$ cat config.mk
export PLATFORM = sky130hd
export DESIGN_NAME = pipe_fp_summator
export DESIGN_NICKNAME = d
export VERILOG_FILES = /design/src/rtl/pipe_fp_summator.sv
export SDC_FILE = /design/constraint.sdc
export NUM_CORES = 1
export LEC_CHECK = 0
export ABC_AREA = 1
export ABC_CLOCK_PERIOD_IN_PS = 7880
export BUFFER_PORTS_ARGS = -buffer_cell sky130_fd_sc_hd__buf_2
export CAP_MARGIN = 40
export CORE_MARGIN = 3
export CORE_UTILIZATION = 39
export CTS_CLUSTER_DIAMETER = 200
export DETAILED_ROUTE_END_ITERATION = 10
export PLACE_DENSITY = 0.53
export SKIP_CTS_REPAIR_TIMING = 1
export SKIP_LAST_GASP = 1
export SLEW_MARGIN = 25
export SYNTH_ARGS = -nofsm -noshare
export SYNTH_HDL_FRONTEND = slang
export SYNTH_SLANG_ARGS = --single-unit
$ cat constraint.sdc
create_clock -name clk_i -period 7.88 [get_ports clk_i]
set_input_delay 0 -clock clk_i [delete_from_list [all_inputs] [get_ports clk_i]]
set_output_delay 0 -clock clk_i [all_outputs]
set_load 0.05 [all_outputs]
$ cat src/rtl/pipe_fp_summator.sv
// Three-stage pipelined floating-point adder (align / add / normalise-round) with valid/ready flow.
// Define FP_SUM_RNE_EN for round-to-nearest-even; otherwise results are truncated toward zero.
module pipe_fp_summator #(
    parameter int EXP_W  = 8,
    parameter int MANT_W = 23
) (
    input  logic                      clk_i,
    input  logic                      rst_ni,
    input  logic [EXP_W+MANT_W:0]     a_i,
    input  logic [EXP_W+MANT_W:0]     b_i,
    input  logic                      vld_i,
    output logic                      rdy_o,
    output logic [EXP_W+MANT_W:0]     sum_o,
    output logic [1:0]                status_o,
    output logic                      vld_o,
    input  logic                      rdy_i
);

    localparam int W   = 1 + EXP_W + MANT_W;
    localparam int MW  = MANT_W + 1;
    localparam int XW  = MANT_W + 4;
    localparam int SW  = MANT_W + 5;
    localparam int EW  = EXP_W + 2;
    localparam int LZW = $clog2(XW + 1);

    localparam logic [1:0] ST_OK  = 2'b00;
    localparam logic [1:0] ST_INF = 2'b01;
    localparam logic [1:0] ST_NAN = 2'b10;

    localparam logic signed [EW-1:0] EXP_INC  = EW'(1);
    localparam logic signed [EW-1:0] EXP_ONES = EW'((1 << EXP_W) - 1);

    logic en;

    // ------------------------------------------------------------------ S1 align
    logic              a_sign, b_sign, a_zero, b_zero;
    logic              a_nan, b_nan, a_inf, b_inf, swap;
    logic [EXP_W-1:0]  a_exp, b_exp, big_exp, small_exp, d;
    logic [MANT_W-1:0] a_frac, b_frac;
    logic [MW-1:0]     a_mant, b_mant, big_mant, small_mant;
    logic [W-2:0]      a_mag, b_mag;
    logic [XW-1:0]     small_ext, shifted, small_al;
    logic              lost, big_sign;

    logic              s1_vld_d, s1_sign_d, s1_sub_d, s1_nan_d, s1_inf_d, s1_zsign_d;
    logic [EXP_W-1:0]  s1_exp_d;
    logic [MW-1:0]     s1_big_d;
    logic [XW-1:0]     s1_small_d;

    logic              s1_vld_q, s1_sign_q, s1_sub_q, s1_nan_q, s1_inf_q, s1_zsign_q;
    logic [EXP_W-1:0]  s1_exp_q;
    logic [MW-1:0]     s1_big_q;
    logic [XW-1:0]     s1_small_q;

    always_comb begin
        a_sign = a_i[W-1];
        b_sign = b_i[W-1];
        a_exp  = a_i[W-2:MANT_W];
        b_exp  = b_i[W-2:MANT_W];
        a_frac = a_i[MANT_W-1:0];
        b_frac = b_i[MANT_W-1:0];

        a_zero = (a_exp == '0);
        b_zero = (b_exp == '0);
        a_nan  = (a_exp == '1) && (a_frac != '0);
        b_nan  = (b_exp == '1) && (b_frac != '0);
        a_inf  = (a_exp == '1) && (a_frac == '0);
        b_inf  = (b_exp == '1) && (b_frac == '0);

        // Denormals are flushed: zero magnitude and no hidden bit.
        a_mag  = a_zero ? '0 : a_i[W-2:0];
        b_mag  = b_zero ? '0 : b_i[W-2:0];
        a_mant = a_zero ? '0 : {1'b1, a_frac};
        b_mant = b_zero ? '0 : {1'b1, b_frac};

        swap = (b_mag > a_mag);
        if (swap) begin
            big_sign   = b_sign;
            big_exp    = b_exp;
            big_mant   = b_mant;
            small_exp  = a_exp;
            small_mant = a_mant;
        end else begin
            big_sign   = a_sign;
            big_exp    = a_exp;
            big_mant   = a_mant;
            small_exp  = b_exp;
            small_mant = b_mant;
        end

        d         = big_exp - small_exp;
        small_ext = {small_mant, 3'b000};
        shifted   = '0;
        lost      = 1'b0;
        if (32'(d) > XW - 1) begin
            small_al = {{(XW-1){1'b0}}, |small_mant};
        end else begin
            shifted  = small_ext >> d;
            lost     = |(small_ext & ~({XW{1'b1}} << d));
            small_al = {shifted[XW-1:1], shifted[0] | lost};
        end

        // Inf/NaN out-rank every finite magnitude, so big_sign is already the Inf sign.
        s1_vld_d   = vld_i;
        s1_sign_d  = big_sign;
        s1_sub_d   = a_sign ^ b_sign;
        s1_exp_d   = big_exp;
        s1_big_d   = big_mant;
        s1_small_d = small_al;
        s1_nan_d   = a_nan | b_nan | (a_inf & b_inf & (a_sign ^ b_sign));
        s1_inf_d   = (a_inf | b_inf) & ~s1_nan_d;
        s1_zsign_d = a_sign & b_sign;
    end

    always_ff @(posedge clk_i) begin
        if (!rst_ni) begin
            s1_vld_q   <= 1'b0;
            s1_sign_q  <= 1'b0;
            s1_sub_q   <= 1'b0;
            s1_exp_q   <= '0;
            s1_big_q   <= '0;
            s1_small_q <= '0;
            s1_nan_q   <= 1'b0;
            s1_inf_q   <= 1'b0;
            s1_zsign_q <= 1'b0;
        end else if (en) begin
            s1_vld_q   <= s1_vld_d;
            s1_sign_q  <= s1_sign_d;
            s1_sub_q   <= s1_sub_d;
            s1_exp_q   <= s1_exp_d;
            s1_big_q   <= s1_big_d;
            s1_small_q <= s1_small_d;
            s1_nan_q   <= s1_nan_d;
            s1_inf_q   <= s1_inf_d;
            s1_zsign_q <= s1_zsign_d;
        end
    end

    // ------------------------------------------------------------------ S2 add
    logic [SW-1:0]     big_ext, small_xt, s2_sum_d;
    logic [SW-1:0]     s2_sum_q;
    logic              s2_vld_q, s2_sign_q, s2_nan_q, s2_inf_q, s2_zsign_q;
    logic [EXP_W-1:0]  s2_exp_q;

    always_comb begin
        big_ext  = {1'b0, s1_big_q, 3'b000};
        small_xt = {1'b0, s1_small_q};
        s2_sum_d = s1_sub_q ? (big_ext - small_xt) : (big_ext + small_xt);
    end

    always_ff @(posedge clk_i) begin
        if (!rst_ni) begin
            s2_vld_q   <= 1'b0;
            s2_sign_q  <= 1'b0;
            s2_exp_q   <= '0;
            s2_sum_q   <= '0;
            s2_nan_q   <= 1'b0;
            s2_inf_q   <= 1'b0;
            s2_zsign_q <= 1'b0;
        end else if (en) begin
            s2_vld_q   <= s1_vld_q;
            s2_sign_q  <= s1_sign_q;
            s2_exp_q   <= s1_exp_q;
            s2_sum_q   <= s2_sum_d;
            s2_nan_q   <= s1_nan_q;
            s2_inf_q   <= s1_inf_q;
            s2_zsign_q <= s1_zsign_q;
        end
    end

    // ------------------------------------------------------------------ S3 normalise / round
    logic [LZW-1:0]          lzc;
    logic [XW-1:0]           norm;
    logic                    is_zero;
    logic signed [EW-1:0]    exp_base, exp_n, exp_r;
    logic [MANT_W-1:0]       frac_r;
    logic [W-1:0]            out_sum_d;
    logic [1:0]              out_status_d;
`ifdef FP_SUM_RNE_EN
    logic                    round_up;
    logic [MANT_W+1:0]       rnd;
`endif

    logic                    out_vld_q;
    logic [W-1:0]            out_sum_q;
    logic [1:0]              out_status_q;

    always_comb begin
        lzc = LZW'(XW);
        for (int i = 0; i < XW; i++) begin
            if (s2_sum_q[i]) lzc = LZW'(XW - 1 - i);
        end

        exp_base = $signed({2'b00, s2_exp_q});
        if (s2_sum_q[SW-1]) begin
            norm  = {s2_sum_q[SW-1:2], |s2_sum_q[1:0]};
            exp_n = exp_base + EXP_INC;
        end else begin
            norm  = s2_sum_q[XW-1:0] << lzc;
            exp_n = exp_base - $signed({{(EW-LZW){1'b0}}, lzc});
        end
        is_zero = ~|norm;

`ifdef FP_SUM_RNE_EN
        round_up = norm[2] & (norm[1] | norm[0] | norm[3]);
        rnd      = {1'b0, norm[XW-1:3]} + {{(MANT_W+1){1'b0}}, round_up};
        if (rnd[MANT_W+1]) begin
            frac_r = rnd[MANT_W:1];
            exp_r  = exp_n + EXP_INC;
        end else begin
            frac_r = rnd[MANT_W-1:0];
            exp_r  = exp_n;
        end
`else
        frac_r = norm[XW-2:3];
        exp_r  = exp_n;
`endif

        if (s2_nan_q) begin
            out_sum_d    = {1'b0, {EXP_W{1'b1}}, 1'b1, {(MANT_W-1){1'b0}}};
            out_status_d = ST_NAN;
        end else if (s2_inf_q) begin
            out_sum_d    = {s2_sign_q, {EXP_W{1'b1}}, {MANT_W{1'b0}}};
            out_status_d = ST_INF;
        end else if (is_zero) begin
            out_sum_d    = {s2_zsign_q, {(W-1){1'b0}}};
            out_status_d = ST_OK;
        end else if (exp_r >= EXP_ONES) begin
            out_sum_d    = {s2_sign_q, {EXP_W{1'b1}}, {MANT_W{1'b0}}};
            out_status_d = ST_INF;
        end else if (exp_r[EW-1] || (exp_r == '0)) begin
            out_sum_d    = {s2_sign_q, {(W-1){1'b0}}};
            out_status_d = ST_OK;
        end else begin
            out_sum_d    = {s2_sign_q, exp_r[EXP_W-1:0], frac_r};
            out_status_d = ST_OK;
        end
    end

    always_ff @(posedge clk_i) begin
        if (!rst_ni) begin
            out_vld_q    <= 1'b0;
            out_sum_q    <= '0;
            out_status_q <= ST_OK;
        end else if (en) begin
            out_vld_q    <= s2_vld_q;
            out_sum_q    <= out_sum_d;
            out_status_q <= out_status_d;
        end
    end

    assign en       = rdy_i | ~out_vld_q;
    assign rdy_o    = en;
    assign vld_o    = out_vld_q;
    assign sum_o    = out_sum_q;
    assign status_o = out_status_q;

endmodule

# [Word level (Yosys, flattened, before mapping)]
# Cells that the tools add are included.
[classes] n_addsub=5 n_lt_le_gt_ge=3 n_eq_ne=2 shift=3 muxes=49 n_bitwise=14 reduce_logical=16
[ops] op="$mux 5" count=26
[ops] op="$mux 31" count=4
[ops] op="$mux 24" count=4
[ops] op="$mux 32" count=3
[ops] op="$mux 27" count=2
[ops] op="$reduce_or 27->1" count=2
[ops] op="$logic_not 23->1" count=2
[ops] op="$reduce_bool 23->1" count=2
[ops] op="$gt 31x31->1" count=1
[ops] op="$add 27x27->28" count=1
[ops] op="$mux 28" count=1
[ops] op="$sub 27x27->28" count=1
[ops] op="$and 27x27->27" count=1
[ops] op="$not 27->27" count=1
[ops] op="$shl 27x5->27" count=1
[ops] op="$shl 27x8->27 const A" count=1
[ops] op="$shr 27x8->27" count=1
[ops] op="$reduce_or 24->1" count=1
[ops] op="$eq 8x8->1 const B" count=2
[ops] op="$logic_not 8->1" count=2
[ops] op="$mux 8" count=2
[ops] op="$ge 10x9->1 const B" count=1
[ops] op="$logic_not 10->1" count=1
[ops] op="$mux 10" count=1
[ops] op="13 further kinds" count=28
[totals] reg_bits=141 inputBits=68 output_inout_bits=36 wordCells=111

# [Longest topological paths before layout]
[depth] word_depth=36 depth_mapped=46 ltp_nobuf=44

# [Least setup slack after synthesis]
# OpenSTA, ideal clock, no wires.
[synth_timing] path_kind="reg2reg" from="register s2_sum_q[1]" to="register out_sum_q[10] (netlist: sum_o[10])" setup_ns=0.132 arrival_ns=4.084 required_time_ns=7.748 slack_ns=3.663 path_stages_with_launch=45 n_path_buf=3 period_less_slack_ns=4.217 path_cell_list="dfxtp_1 > inv_2 > nand2_1 > nand2_1 > nand2_1 > nand2_1 > nand2_1 > nand2_1 > nand2_1 > nand2_1 > nand2_1 > nand2_1 > nand2_1 > nand2_1 > nand2_1 > nand2_1 > nand2_1 > nand2_1 > [9 not listed] > buf_2 > buf_2 > ha_1 > inv_1 > fa_1 > inv_1 > o31ai_1 > a211oi_1 > nand2_1 > nand2_1 > xor2_1 > nand4_1 > nor4_1 > nor2_1 > and3b_1 > buf_1 > nand2_1 > a21oi_1"
[synth_between] elab_chain_cells=35 elab_cells_between_ends=40 cone_classes="1 x add/sub; 1 x order compare; 1 x shift; 33 x mux; 4 x reduce/logical"
[synth_lines] item="start, declared" line_no="141" text="logic [SW-1:0] s2_sum_q;"
[synth_lines] item="start signal, assigned" line_no="164" text="s2_sum_q <= s2_sum_d;"
[synth_lines] item="parallel branches: the longest is 32 deep, another holds $mux 5"
[synth_lines] item="$mux 32 *" line_no="225" text="end else if (is_zero) begin"
[synth_lines] item="$mux 32 *" line_no="222" text="end else if (s2_inf_q) begin"
[synth_lines] item="$mux 32 *" line_no="219" text="if (s2_nan_q) begin"
[synth_lines] item="end signal, assigned" line_no="247" text="out_sum_q <= out_sum_d;"
[synth_lines] item="end, declared" line_no="185" text="logic [W-1:0] out_sum_q;"
# Every way passes the cells marked *.
# A chain may end at the register's enable or synchronous reset.

# [Worst setup path after layout]
[layout_timing] from="input b_i[29]" to="register s1_small_q[2]"
[layout_between] elab_chain_cells=7 elab_cells_between_ends=11 cone_classes="1 x add/sub; 2 x order compare; 1 x shift; 6 x mux; 1 x reduce/logical"
[layout_lines] item="start, declared" line_no="10" text="input logic [EXP_W+MANT_W:0] b_i,"
[layout_lines] item="$logic_not 8->1" line_no="64" text="b_zero = (b_exp == '0);"
[layout_lines] item="$mux 31" line_no="72" text="b_mag = b_zero ? '0 : b_i[W-2:0];"
[layout_lines] item="$gt 31x31->1" line_no="76" text="swap = (b_mag > a_mag);"
[layout_lines] item="$mux 8" line_no="77" text="if (swap) begin"
[layout_lines] item="$sub 8x8->8" line_no="91" text="d = big_exp - small_exp;"
[layout_lines] item="$shr 27x8->27 or $gt 8x5->1 (tied branches)" line_no="98, 95"
[layout_lines] item="$mux 27 *" line_no="95" text="if (32'(d) > XW - 1) begin"
[layout_lines] item="end signal, assigned" line_no="132" text="s1_small_q <= s1_small_d;"
[layout_lines] item="end, declared" line_no="53" text="logic [XW-1:0] s1_small_q;"
# Every way passes the cells marked *; elsewhere a longest branch is shown, timed or not.

==> impl_metrics.yaml <==
run_status:
  status: "finished, violations left"
  failed_checks: "hold timing"
timing:
  relSlewSlack_pct: 46.1
  final_hold_viol_count: 10
  skew_ns: 0.00982
  fmax_mhz: 183
  setup_viol: 0
  post-route-period-util_pct: 69.4
  rsz0062_at_grt: "false"
  worstMarginPinSlew_ns: 0.808
  holdWs_ns: -0.0327
  fin_crit_ns: 5.47
  tns_ns: 0
  maxSlewViolCount: 0
worst_setup_path:
  r2r_start: "s2_sum_q[1]$_SDFFE_PN0P_"
  crit_type: "in2reg"
  crit_arrival_ns: 5.86
  path_max_fanout: 49
  crit_start: "b_i[29]"
  cpMaxStageDelayCell: "inv_1"
  critPathBufInv: 7
  slowest_delay_ns: 0.54
  cp.required_ns: 8.28
  worst_setup_path_start_kind: "input port"
  reg2reg_slack_ns: 2.71
  end_kind: "flip-flop"
  critical-path-top-delay-family: "simple AND/OR/NAND/NOR gates"
clock_tree:
  clock_sinks: 141
  h-tree-depth: 4
  tritoncts: "yes"
  clockBufferDepth: 2
  numCtsBuffers: 17
  clkTransAtPathRegs_ns: 0.06
  cts_root_buffer: "clkbuf_16"
  clk-insertion-delay-late_ns: 0.45
synthesis:
  synthAdderAreaFrac_pct: 8.34
  synth_xor_area_share_pct: 1.22
  synth_edf_count: 0
  synth_compound_area_share_pct: 22.0
  avgSynthCellArea_sq_um: 5.95
  synthDistinctLibCells: 59
  synth_cells: 2300
  synth_area_sq_mm: 0.0137
  synth_top_family_by_area: "simple AND/OR/NAND/NOR gates"
  synth_mux_area_share_pct: 0.146
  yosys_register_bits: 141
  yosys.area_share.simple_pct: 34.8
  yosysSeqAreaShare_pct: 20.6
  synth.area.top_cells: "dfxtp_1 (21%), nand2_1 (15%), inv_1 (8.3%)"
  synth_flop_cell: "dfxtp_1"
  synth_most_common_cell: "nand2_1"
  async_reset_ff_share_pct: 0
  synth_top_area_cell: "dfxtp_1"
  synth_top_area_share_pct: 20.6
  synth_common_cells: "nand2_1 (560), inv_1 (303), nand3_1 (227)"
  synth_nets: 2458
  ys_warn_count: 0
global_routing:
  antenna_found_initial: 0
  grt_use_total_pct: 26.0
  grt_pass1_wl_um: 79100
  gr-total-overflow: 0
  met2_usage_pct: 43.9
  grt_util_met1_pct: 33.9
  grt_max_degree: 91
  gr-usage-met3_pct: 3.43
  grt.busiest_layer: "met2"
  grt_pass1_vias: 14300
pwr:
  ir_worst_vdd_mv: 0.194
  p_per_area_mw_per_mm2: 245
  leakagePower_nw: 7.61
  p_total_mw: 3.76
drt:
  ant_nets: 0
  via_per_inst: 5.48
  route.detailed.drc: 0
  initialDrtViolationCount: 1278
  wl_um: 50200
  drtPass1Iterations: 6
  wl_per_cell_um: 17.9
  vias: 15400
layout:
  nFillCells: 3810
  diodes: 0
  post_route_cells_drive_above_1_share_pct: 9.40
  syn_to_final_growth_pct: 12.4
  finalNetCount: 2507
min_path:
  hold_class: "in2reg"
  min-delay-start: "b_i[18]"
floorplanning:
  std_cell_rows: 67
  ios: 104
  coreArea_sq_mm: 0.0340
  start_util_pct: 40.2
  die_w_um: 193
  die-area_sq_mm: 0.0373
  dieHeight_um: 193
place:
  gp_congestion: 0.949
  portBuffers: 103
  dp_hpwl_um: 38800
flow_run:
  drv_cap: 0
[flip-flops by register name (all words and copies together) (netlist names), 2 cells and up]
signal	flops
s2_sum_q	28
s1_exp_q	8
s1_small_q	27
s2_exp_q	8
sum_o	32
status_o	2
s1_big_q	24
[cells in the final DEF (no fill, tap or decap), types with 15 or more instances in the layout]
cell type,n
o21ai_0,187
ha_1,88
nand4_1,40
clkbuf_16,17
nor4_1,22
nand3_1,227
nor2_1,161
dfxtp_1,141
o22ai_1,23
dlygate4sd3_1,30
o21ai_1,32
buf_4,15
o211ai_1,41
a21oi_1,158
buf_2,103
a31oi_1,29
xor2_1,16
nand2_1,560
o221ai_1,23
inv_1,302
[metrics by stage]
stage	cells	hold WS [ns]	setup WS (ns)	area, sq um	utilization [%]
3_3_place_gp	2737	0.282	2.14	14300	42.1
5_1_grt	2810	-0.000288	1.81	15400	45.1
2_1_floorplan	2300	0.167	3.66	13700	-
3_5_place_dp	2743	0.283	2.01	14400	42.3
6_report	2810	-0.0327	2.41	15400	45.1
4_1_cts	2775	-0.187	2.34	15000	44.0
[layout make-up]
type	count	area [sq um]	share of cell area, %
inverter	316	1190	7.76
multi-input combinational	1714	9110	59.3
timing repair buffer	159	1100	7.14
clock buffer	20	457	2.97
clock inverter	12	128	0.831
tap	448	561	3.65
sequential	141	2820	18.4
[logic make-up after synthesis]
family / count (synthesis)
buffers and inverters: 445
flip-flops: 141
adder cells (fa/ha/maj): 90
multiplexers: 2
AND/OR/NAND/NOR: 1075
XOR/XNOR: 19
AO/OA/AOI/OAI: 528
[final timing paths]
check                          endpoint  cells after the start
min reg2reg       s2_vld_q$_SDFFE_PN0P_                      2
max          s1_small_q[2]$_SDFFE_PN0P_                     27
max reg2reg       sum_o[2]$_SDFFE_PN0P_                     42
min           s1_big_q[18]$_SDFFE_PN0P_                      5
[worst reg2reg max path, delay by kind of cell (launching register included)]
| family | cells | cell delay, ns |
|---|---|---|
| compound gates | 3 | 0.40 |
| xor+xnor | 1 | 0.19 |
| fa+ha+maj | 2 | 0.67 |
| buf+inv | 4 | 0.38 |
| flops | 1 | 0.37 |
| simple gates | 32 | 3.07 |
[layer usage]
metal	routed length (um)	vias to the layer above
met5	0	-
met4	1710	0
met3	2190	89
met2	23800	417
met1	22500	7121
li1	-	7776
[power by group]
part           switching (mW)  total [mW]  leakage, nW  internal (mW)
sequential             0.0881       0.901         1.16          0.813
clock                   0.355       0.815        0.278          0.460
combinational            1.44        2.05         6.18          0.612
(Power assumes the default switching activity.)
